<file path="src/rtl/output_port_demux_pkg.sv">
// output_port_demux_pkg: shared constants, FSM states and destination mask helper
package output_port_demux_pkg;

    localparam logic [7:0] IOQ_CTRL         = 8'hFF;
    localparam int         IOQ_DST_PORT_POS = 48;
    localparam int         NUM_OUT_PORTS    = 4;

    typedef enum logic [1:0] {
        ST_SOP,
        ST_HDR,
        ST_PAYLOAD
    } state_e;

    // Only even destination bits 0,2,4,6 map to physical ports; the rest are ignored.
    function automatic logic [NUM_OUT_PORTS-1:0] port_mask(input logic [15:0] dst);
        return {dst[6], dst[4], dst[2], dst[0]};
    endfunction

endpackage

</file>
<file path="src/rtl/output_port_demux_if.sv">
// output_port_demux_if: merged input stream plus the four even-numbered output ports
interface output_port_demux_if #(
    parameter int DATA_WIDTH = 64,
    parameter int CTRL_WIDTH = DATA_WIDTH / 8
);
    logic [DATA_WIDTH-1:0] in_data;
    logic [CTRL_WIDTH-1:0] in_ctrl;
    logic                  in_wr;
    logic                  in_rdy;
    logic [DATA_WIDTH-1:0] out_data_0, out_data_2, out_data_4, out_data_6;
    logic [CTRL_WIDTH-1:0] out_ctrl_0, out_ctrl_2, out_ctrl_4, out_ctrl_6;
    logic                  out_wr_0, out_wr_2, out_wr_4, out_wr_6;
    logic                  out_rdy_0, out_rdy_2, out_rdy_4, out_rdy_6;

    modport slave (
        input  in_data, in_ctrl, in_wr,
        output in_rdy,
        output out_data_0, out_data_2, out_data_4, out_data_6,
        output out_ctrl_0, out_ctrl_2, out_ctrl_4, out_ctrl_6,
        output out_wr_0, out_wr_2, out_wr_4, out_wr_6,
        input  out_rdy_0, out_rdy_2, out_rdy_4, out_rdy_6
    );

    modport master (
        output in_data, in_ctrl, in_wr,
        input  in_rdy,
        input  out_data_0, out_data_2, out_data_4, out_data_6,
        input  out_ctrl_0, out_ctrl_2, out_ctrl_4, out_ctrl_6,
        input  out_wr_0, out_wr_2, out_wr_4, out_wr_6,
        output out_rdy_0, out_rdy_2, out_rdy_4, out_rdy_6
    );

endinterface

</file>
<file path="src/rtl/output_port_demux_out_reg.sv">
// demux_out_reg: single shared output register with lockstep multicast drain
module demux_out_reg
    import output_port_demux_pkg::*;
#(
    parameter int DATA_WIDTH = 64,
    parameter int CTRL_WIDTH = DATA_WIDTH / 8
) (
    input  logic                     clk,
    input  logic                     reset,
    input  logic                     load_i,
    input  logic                     eop_i,
    input  logic [DATA_WIDTH-1:0]    data_i,
    input  logic [CTRL_WIDTH-1:0]    ctrl_i,
    input  logic [NUM_OUT_PORTS-1:0] mask_i,
    input  logic [NUM_OUT_PORTS-1:0] out_rdy_i,
    output logic                     rdy_o,
    output logic                     advance_o,
    output logic                     eop_o,
    output logic [DATA_WIDTH-1:0]    data_o,
    output logic [CTRL_WIDTH-1:0]    ctrl_o,
    output logic [NUM_OUT_PORTS-1:0] wr_o
);
    logic                     valid_q, valid_d, eop_q, eop_d;
    logic [NUM_OUT_PORTS-1:0] mask_q, mask_d;
    logic [DATA_WIDTH-1:0]    data_q, data_d;
    logic [CTRL_WIDTH-1:0]    ctrl_q, ctrl_d;

    // Drain only when every selected port is ready, so all copies leave together.
    always_comb begin
        advance_o = valid_q & ((mask_q & ~out_rdy_i) == '0);
        wr_o      = advance_o ? mask_q : '0;
        rdy_o     = ~valid_q | advance_o;
        valid_d   = load_i | (valid_q & ~advance_o);
        mask_d    = load_i ? mask_i : mask_q;
        eop_d     = load_i ? eop_i : eop_q;
        data_d    = load_i ? data_i : data_q;
        ctrl_d    = load_i ? ctrl_i : ctrl_q;
    end

    // Register stage state; contents persist after draining.
    always_ff @(posedge clk) begin
        if (reset) begin
            valid_q <= 1'b0;
            eop_q   <= 1'b0;
            mask_q  <= '0;
            data_q  <= '0;
            ctrl_q  <= '0;
        end else begin
            valid_q <= valid_d;
            eop_q   <= eop_d;
            mask_q  <= mask_d;
            data_q  <= data_d;
            ctrl_q  <= ctrl_d;
        end
    end

    assign eop_o  = eop_q;
    assign data_o = data_q;
    assign ctrl_o = ctrl_q;

endmodule

</file>
<file path="src/rtl/output_port_demux.sv">
// output_port_demux: frames the merged stream and multicasts packets to ports 0/2/4/6
module output_port_demux
    import output_port_demux_pkg::*;
#(
    parameter int DATA_WIDTH = 64,
    parameter int CTRL_WIDTH = DATA_WIDTH / 8,
    parameter int CNT_WIDTH  = 16
) (
    input  logic                 clk,
    input  logic                 reset,
    output_port_demux_if.slave   bus,
    output logic [CNT_WIDTH-1:0] num_pkts_fwd,
    output logic [CNT_WIDTH-1:0] num_pkts_drop
);
    state_e                   state_q, state_d;
    logic [NUM_OUT_PORTS-1:0] mask_q, mask_d, sop_mask, cur_mask, reg_wr, out_rdy;
    logic                     drop_q, drop_d, sop, sop_bad, cur_drop, is_eop, accept, load;
    logic                     in_rdy, advance, reg_eop;
    logic [CNT_WIDTH-1:0]     fwd_q, fwd_d, drp_q, drp_d;
    logic [DATA_WIDTH-1:0]    reg_data;
    logic [CTRL_WIDTH-1:0]    reg_ctrl;

    assign out_rdy = {bus.out_rdy_6, bus.out_rdy_4, bus.out_rdy_2, bus.out_rdy_0};

    // Framing FSM, per-packet mask/drop decision and counter next-state.
    always_comb begin
        accept   = bus.in_wr & in_rdy;
        sop      = state_q == ST_SOP;
        sop_mask = port_mask(bus.in_data[IOQ_DST_PORT_POS +: 16]);
        sop_bad  = (bus.in_ctrl != CTRL_WIDTH'(IOQ_CTRL)) | (sop_mask == '0);
        cur_drop = sop ? sop_bad : drop_q;
        cur_mask = sop ? sop_mask : mask_q;
        is_eop   = (state_q == ST_PAYLOAD) & (bus.in_ctrl != '0);
        load     = accept & ~cur_drop;
        state_d  = !accept ? state_q :
                   sop ? ST_HDR :
                   (state_q == ST_HDR && bus.in_ctrl == '0) ? ST_PAYLOAD :
                   is_eop ? ST_SOP : state_q;
        mask_d   = (accept & sop) ? sop_mask : mask_q;
        drop_d   = (accept & sop) ? sop_bad : drop_q;
        drp_d    = (accept & is_eop & cur_drop & ~&drp_q) ? drp_q + 1'b1 : drp_q;
        fwd_d    = fwd_q + CNT_WIDTH'(advance & reg_eop);
    end

    // FSM, latched packet attributes and counters.
    always_ff @(posedge clk) begin
        if (reset) begin
            state_q <= ST_SOP;
            mask_q  <= '0;
            drop_q  <= 1'b0;
            fwd_q   <= '0;
            drp_q   <= '0;
        end else begin
            state_q <= state_d;
            mask_q  <= mask_d;
            drop_q  <= drop_d;
            fwd_q   <= fwd_d;
            drp_q   <= drp_d;
        end
    end

    demux_out_reg #(
        .DATA_WIDTH(DATA_WIDTH),
        .CTRL_WIDTH(CTRL_WIDTH)
    ) u_out_reg (
        .clk      (clk),
        .reset    (reset),
        .load_i   (load),
        .eop_i    (is_eop),
        .data_i   (bus.in_data),
        .ctrl_i   (bus.in_ctrl),
        .mask_i   (cur_mask),
        .out_rdy_i(out_rdy),
        .rdy_o    (in_rdy),
        .advance_o(advance),
        .eop_o    (reg_eop),
        .data_o   (reg_data),
        .ctrl_o   (reg_ctrl),
        .wr_o     (reg_wr)
    );

    assign bus.in_rdy     = in_rdy;
    assign bus.out_data_0 = reg_data;
    assign bus.out_data_2 = reg_data;
    assign bus.out_data_4 = reg_data;
    assign bus.out_data_6 = reg_data;
    assign bus.out_ctrl_0 = reg_ctrl;
    assign bus.out_ctrl_2 = reg_ctrl;
    assign bus.out_ctrl_4 = reg_ctrl;
    assign bus.out_ctrl_6 = reg_ctrl;
    assign bus.out_wr_0   = reg_wr[0];
    assign bus.out_wr_2   = reg_wr[1];
    assign bus.out_wr_4   = reg_wr[2];
    assign bus.out_wr_6   = reg_wr[3];
    assign num_pkts_fwd   = fwd_q;
    assign num_pkts_drop  = drp_q;

endmodule

</file>
<file path="src/flat_wrapper.sv">
// flat-port wrapper written by rule: the top's interface ports become plain ports
module output_port_demux_flat import output_port_demux_pkg::*;
#(
    parameter int DATA_WIDTH = 64,
    parameter int CTRL_WIDTH = DATA_WIDTH / 8,
    parameter int CNT_WIDTH  = 16
)
  (clk, reset, num_pkts_fwd, num_pkts_drop, bus_in_data, bus_in_ctrl, bus_in_wr, bus_in_rdy, bus_out_data_0, bus_out_data_2, bus_out_data_4, bus_out_data_6, bus_out_ctrl_0, bus_out_ctrl_2, bus_out_ctrl_4, bus_out_ctrl_6, bus_out_wr_0, bus_out_wr_2, bus_out_wr_4, bus_out_wr_6, bus_out_rdy_0, bus_out_rdy_2, bus_out_rdy_4, bus_out_rdy_6);
  output_port_demux_if #(.DATA_WIDTH(DATA_WIDTH), .CTRL_WIDTH(CTRL_WIDTH)) bus_i ();
  input  logic clk;
  input  logic reset;
  output logic [CNT_WIDTH-1:0] num_pkts_fwd;
  output logic [CNT_WIDTH-1:0] num_pkts_drop;
  input wire logic [$bits(bus_i.in_data)-1:0] bus_in_data;
  input wire logic [$bits(bus_i.in_ctrl)-1:0] bus_in_ctrl;
  input wire logic [$bits(bus_i.in_wr)-1:0] bus_in_wr;
  output wire logic [$bits(bus_i.in_rdy)-1:0] bus_in_rdy;
  output wire logic [$bits(bus_i.out_data_0)-1:0] bus_out_data_0;
  output wire logic [$bits(bus_i.out_data_2)-1:0] bus_out_data_2;
  output wire logic [$bits(bus_i.out_data_4)-1:0] bus_out_data_4;
  output wire logic [$bits(bus_i.out_data_6)-1:0] bus_out_data_6;
  output wire logic [$bits(bus_i.out_ctrl_0)-1:0] bus_out_ctrl_0;
  output wire logic [$bits(bus_i.out_ctrl_2)-1:0] bus_out_ctrl_2;
  output wire logic [$bits(bus_i.out_ctrl_4)-1:0] bus_out_ctrl_4;
  output wire logic [$bits(bus_i.out_ctrl_6)-1:0] bus_out_ctrl_6;
  output wire logic [$bits(bus_i.out_wr_0)-1:0] bus_out_wr_0;
  output wire logic [$bits(bus_i.out_wr_2)-1:0] bus_out_wr_2;
  output wire logic [$bits(bus_i.out_wr_4)-1:0] bus_out_wr_4;
  output wire logic [$bits(bus_i.out_wr_6)-1:0] bus_out_wr_6;
  input wire logic [$bits(bus_i.out_rdy_0)-1:0] bus_out_rdy_0;
  input wire logic [$bits(bus_i.out_rdy_2)-1:0] bus_out_rdy_2;
  input wire logic [$bits(bus_i.out_rdy_4)-1:0] bus_out_rdy_4;
  input wire logic [$bits(bus_i.out_rdy_6)-1:0] bus_out_rdy_6;
  assign bus_i.in_data = bus_in_data;
  assign bus_i.in_ctrl = bus_in_ctrl;
  assign bus_i.in_wr = bus_in_wr;
  assign bus_in_rdy = bus_i.in_rdy;
  assign bus_out_data_0 = bus_i.out_data_0;
  assign bus_out_data_2 = bus_i.out_data_2;
  assign bus_out_data_4 = bus_i.out_data_4;
  assign bus_out_data_6 = bus_i.out_data_6;
  assign bus_out_ctrl_0 = bus_i.out_ctrl_0;
  assign bus_out_ctrl_2 = bus_i.out_ctrl_2;
  assign bus_out_ctrl_4 = bus_i.out_ctrl_4;
  assign bus_out_ctrl_6 = bus_i.out_ctrl_6;
  assign bus_out_wr_0 = bus_i.out_wr_0;
  assign bus_out_wr_2 = bus_i.out_wr_2;
  assign bus_out_wr_4 = bus_i.out_wr_4;
  assign bus_out_wr_6 = bus_i.out_wr_6;
  assign bus_i.out_rdy_0 = bus_out_rdy_0;
  assign bus_i.out_rdy_2 = bus_out_rdy_2;
  assign bus_i.out_rdy_4 = bus_out_rdy_4;
  assign bus_i.out_rdy_6 = bus_out_rdy_6;
  output_port_demux #(.DATA_WIDTH(DATA_WIDTH), .CTRL_WIDTH(CTRL_WIDTH), .CNT_WIDTH(CNT_WIDTH)) u_core (.clk(clk), .reset(reset), .bus(bus_i), .num_pkts_fwd(num_pkts_fwd), .num_pkts_drop(num_pkts_drop));
endmodule
</file>
<file path="config.mk">
export PLATFORM = sky130hd
export DESIGN_NAME = output_port_demux_flat
export DESIGN_NICKNAME = d
export VERILOG_FILES = /design/src/rtl/output_port_demux_pkg.sv /design/src/rtl/output_port_demux_if.sv /design/src/rtl/output_port_demux_out_reg.sv /design/src/rtl/output_port_demux.sv /design/src/flat_wrapper.sv
export SDC_FILE = /design/constraint.sdc
export NUM_CORES = 1
export LEC_CHECK = 0
export CAP_MARGIN = 0
export CORE_AREA = 2 2 157 159
export DETAILED_ROUTE_END_ITERATION = 8
export DIE_AREA = 0 0 159 161
export GPL_TIMING_DRIVEN = 0
export SETUP_SLACK_MARGIN = 0.15
export SLEW_MARGIN = 30
export SYNTH_ARGS = -nofsm -noshare
export SYNTH_HDL_FRONTEND = slang
export SYNTH_SLANG_ARGS = --single-unit
</file>
<file path="constraint.sdc">
create_clock -name clk -period 6.6 [get_ports clk]
set_input_delay 0.66 -clock clk [delete_from_list [all_inputs] [get_ports clk]]
set_output_delay 0.66 -clock clk [all_outputs]
set_load 0.005 [all_outputs]
</file>
==> key figures <==
Global routing
  – Via count of the first global-routing pass: around 5,400
  – GRT Total Usage: 0.172
  – Global-route wire length before repair: between 30,000 and 40,000 microns
  – Largest net degree at the start of global routing: 17
  – Total congestion overflow after global routing: 0
  – Number of antenna violations at the first check in global routing: 1

Critical path
  – Cells along the critical path: clkdlybuf4s50_1 -> nor2b_1 -> nor4_1 -> and3_1 -> clkdlybuf4s50_1
  – Category of cells accounting for the largest share of critical-path delay: buffers and inverters
  – Slowest-stage cell, CP: nor4_1
  – Startpoint kind of the worst setup timing path: input pin
  – Cell mode on critical path: clkdlybuf4s50_1
  – Worst r2r path cells: 9
  – Data arrival at the endpoint of the critical path: 2.56 ns
  – Number of gates on the worst path with buffers counted: 5
  – Biggest fanout along the worst timing path: 5
  – Worst Path Buf+Inv: 2
  – Classification of the worst setup path: input pin to output pin
  – Maximum single-stage delay on the critical path: 0.62 ns
  – Type of destination of the critical path: output pin
  – Required time reported for the critical path endpoint: 5.94 ns

Routing
  – Total Routed Length: 22,500 microns
  – Via count: 5,885
  – Post-detailed-route via-to-cell ratio: 4.05
  – Remaining antenna violation count: 0
  – Initial DRC Count: 173
  – Total DRC errors in the routed layout: 0
  – Pre-antenna DRT Iters: 4
  – Routed len/inst: between 15 and 20 microns

Logic synthesis
  – Number of flops mapped to enable cells by yosys: 0
  – Avg Cell Area, Syn: 9.02 sq um
  – Post-synth top area share: 0.374
  – Most used DFF post-synth: dfxtp_1
  – Flip-flop and latch count after synthesis: 117
  – FFs w/ async S/R, synth: 0
  – Mapped Area: about 6300 sq um
  – Proportion of synthesized chip area in sequential cells: 0.374
  – Synth warn: 0
  – Number of library cell types mapped by synthesis: 37
  – Number of standard cells after synthesis: ~700
  – Library cell with the largest summed area after synthesis: dfxtp_1
  – Cell types with the largest area share after synthesis: dfxtp_1 (37%), buf_4 (26%), mux2i_1 (13%), nor2_1 (5.9%), xor2_1 (1.3%)
  – Total nets after synthesis: 778

Timing
  – Slew HR: 0.485
  – Maximum clock rate: 310 MHz
  – Total setup violations reported at the end of the flow: 0
  – Final Critical Period: 3.22 ns
  – Unrepaired setup endpoints after global routing: no
  – Clock skew: about 0.011 ns
  – Setup slack after layout: ~3.4 ns
  – Final period utilization: 0.488
  – Final count of pins violating max slew: 0
  – Setup TNS: 0 ns
  – Final Hold Violating Endpoints: 0
  – Worst Tran Pin Value: 0.773 ns

Die
  – Chip height: around 160 microns
  – Starting utilization of the core area: 0.262
  – Area enclosed by the die boundary: approximately 26,000 sq um
  – Width of the die: 159 microns
  – Row count: 57
  – Count of boundary I/O pins: 404
  – Floorplan Core Area: 24,000 sq um

Layout
  – Synthesis-to-finish area growth: 80.8%
  – Flip-flop and latch area: 2340 sq um
  – Fill cells: 2,355
  – Multi-input gate area in the final layout: 2170 sq um
  – Most common library cell in the layout ignoring fill and taps: clkdlybuf4s50_1
  – Net count, final: 1,198
  – Final core occ: 0.473
  – Highest-count cells in the layout ignoring fill and taps: clkdlybuf4s50_1 (401), buf_4 (219), dfxtp_1 (117)
  – Finished Cell Area: around 11,000 sq um
  – Share of cells above drive strength 1: 0.235

Run status
  – Run status: complete, no violations

CTS
  – Post_cts resized: 0
  – Number of H-tree levels: 4
  – Post-CTS Setup Repair Bufs: 0
  – Clock transition at the registers of the reported paths: 0.06 ns
  – Clock root buffer master: clkbuf_16
  – CTS tree: done
  – Total CTS buffers: 17
  – Clock tree sinks: 117
  – Count of hold-fix buffers inserted at cts: 0
  – Clock tree buffer depth: 2
  – Insertion delay to the later sink of the worst-skew pair: about 0.42 ns

Placement
  – Worst slack, placed: 3.22 ns
  – Detailed placement HPWL: 17,900 microns
  – Cell area after placement: 10,700 sq um
  – Weighted congestion at the end of routability-driven global placement: 0.801
  – # port buffers: 401

Power and ir drop
  – Power per Cell Area: about 190 nW/um^2
  – Worst vdd rail ir drop: 143 uV
  – Lkg Pwr: 5.07 nW
  – Post-layout power: 2.16 mW

Flow run
  – Max-cap violation count: 0

Min path
  – Min-Delay Path Class: flip-flop to flip-flop
  – Cell count of the worst hold path: 2
==> cells in the mapped netlist (all sizes together), types with 6 or more instances <==
cell type / count
or3: 8
mux2i: 81
dfxtp: 117
clkbuf: 15
nand3: 15
or4: 6
nor2b: 8
nand4: 8
xor2: 9
o21ai: 11
a21oi: 15
buf: 227
nor2: 99
and3: 11
nand2: 12
==> flip-flops by register name (all words and copies together), names as in the netlist <==
register                  flops
u_core.u_out_reg.eop_o        1
u_core.mask_q                 4
u_core.num_pkts_drop         16
u_core.drop_q                 1
u_core.u_out_reg.ctrl_o       8
u_core.u_out_reg.mask_q       4
u_core.num_pkts_fwd          16
u_core.state_q                2
u_core.u_out_reg.data_o      64
u_core.u_out_reg.valid_q      1
==> worst reg2reg max path: cells and delay by family (launching register included) <==
| kind | cells | cell delay, ns |
|---|---|---|
| flops | 1 | 0.32 |
| buf+inv | 1 | 0.24 |
| simple gates | 6 | 1.76 |
| compound gates | 1 | 0.13 |
| fa+ha+maj | 1 | 0.15 |
==> path summary, 6_finish.rpt <==
| path | start | end | slack [ns] |
|---|---|---|---|
| max | bus_out_rdy_2 | bus_out_wr_4 | 3.38 |
| min | u_core.u_out_reg.eop_o | u_core.u_out_reg.eop_o | 0.46 |
| max reg2reg | u_core.u_out_reg.mask_q[1] | u_core.num_pkts_fwd[15] | 3.93 |
| min reg2reg | u_core.u_out_reg.eop_o | u_core.u_out_reg.eop_o | 0.46 |
==> routing by layer <==
layer / up-vias / global-route usage / wire length, microns
met2: 213 / 0.308 / 11500
met1: 2711 / 0.203 / 9190
met3: 22 / 0.0498 / 1520
met4: 2 / 0.0438 / 265
met5: - / 0 / 10
li1: 2937 / - / -
==> kinds of logic (layout without fill, tap and decap cells) <==
family / after synthesis / after routing / share of synthesized area
buffers and inverters: 246 / 679 / 0.280
adder cells (fa/ha/maj): 4 / 4 / 0.00799
AND/OR/NAND/NOR: 189 / 189 / 0.144
XOR/XNOR: 13 / 13 / 0.0182
flip-flops: 117 / 117 / 0.374
AO/OA/AOI/OAI: 40 / 40 / 0.0377
multiplexers: 86 / 86 / 0.138
other: 0 / 1 / 0
==> report_power, final <==
part           internal (mW)  switching [mW]  leakage [nW]  total (mW)
registers              0.730          0.0335         0.950       0.764
logic                  0.264           0.114          3.80       0.378
clock network          0.642           0.371         0.311        1.01
==> metrics by stage <==
step,hold WS [ns],std cells
4_1_cts,0.466,1452
5_1_grt,0.484,1452
6_report,0.460,1453
2_1_floorplan,0.427,695
3_3_place_gp,0.452,1420
3_5_place_dp,0.459,1420
==> cell type report <==
class                   count  share of cell area
diodes                      1            0.000221
flip-flops and latches    117               0.207
multi-input cells         332               0.191
clock inverters            15              0.0192
clock buffers              17              0.0375
repair buffers            401               0.354
well taps                 324              0.0358
inverters                   4             0.00144
plain buffers             242               0.153
No activity file was read; power rests on OpenSTA's default activity.
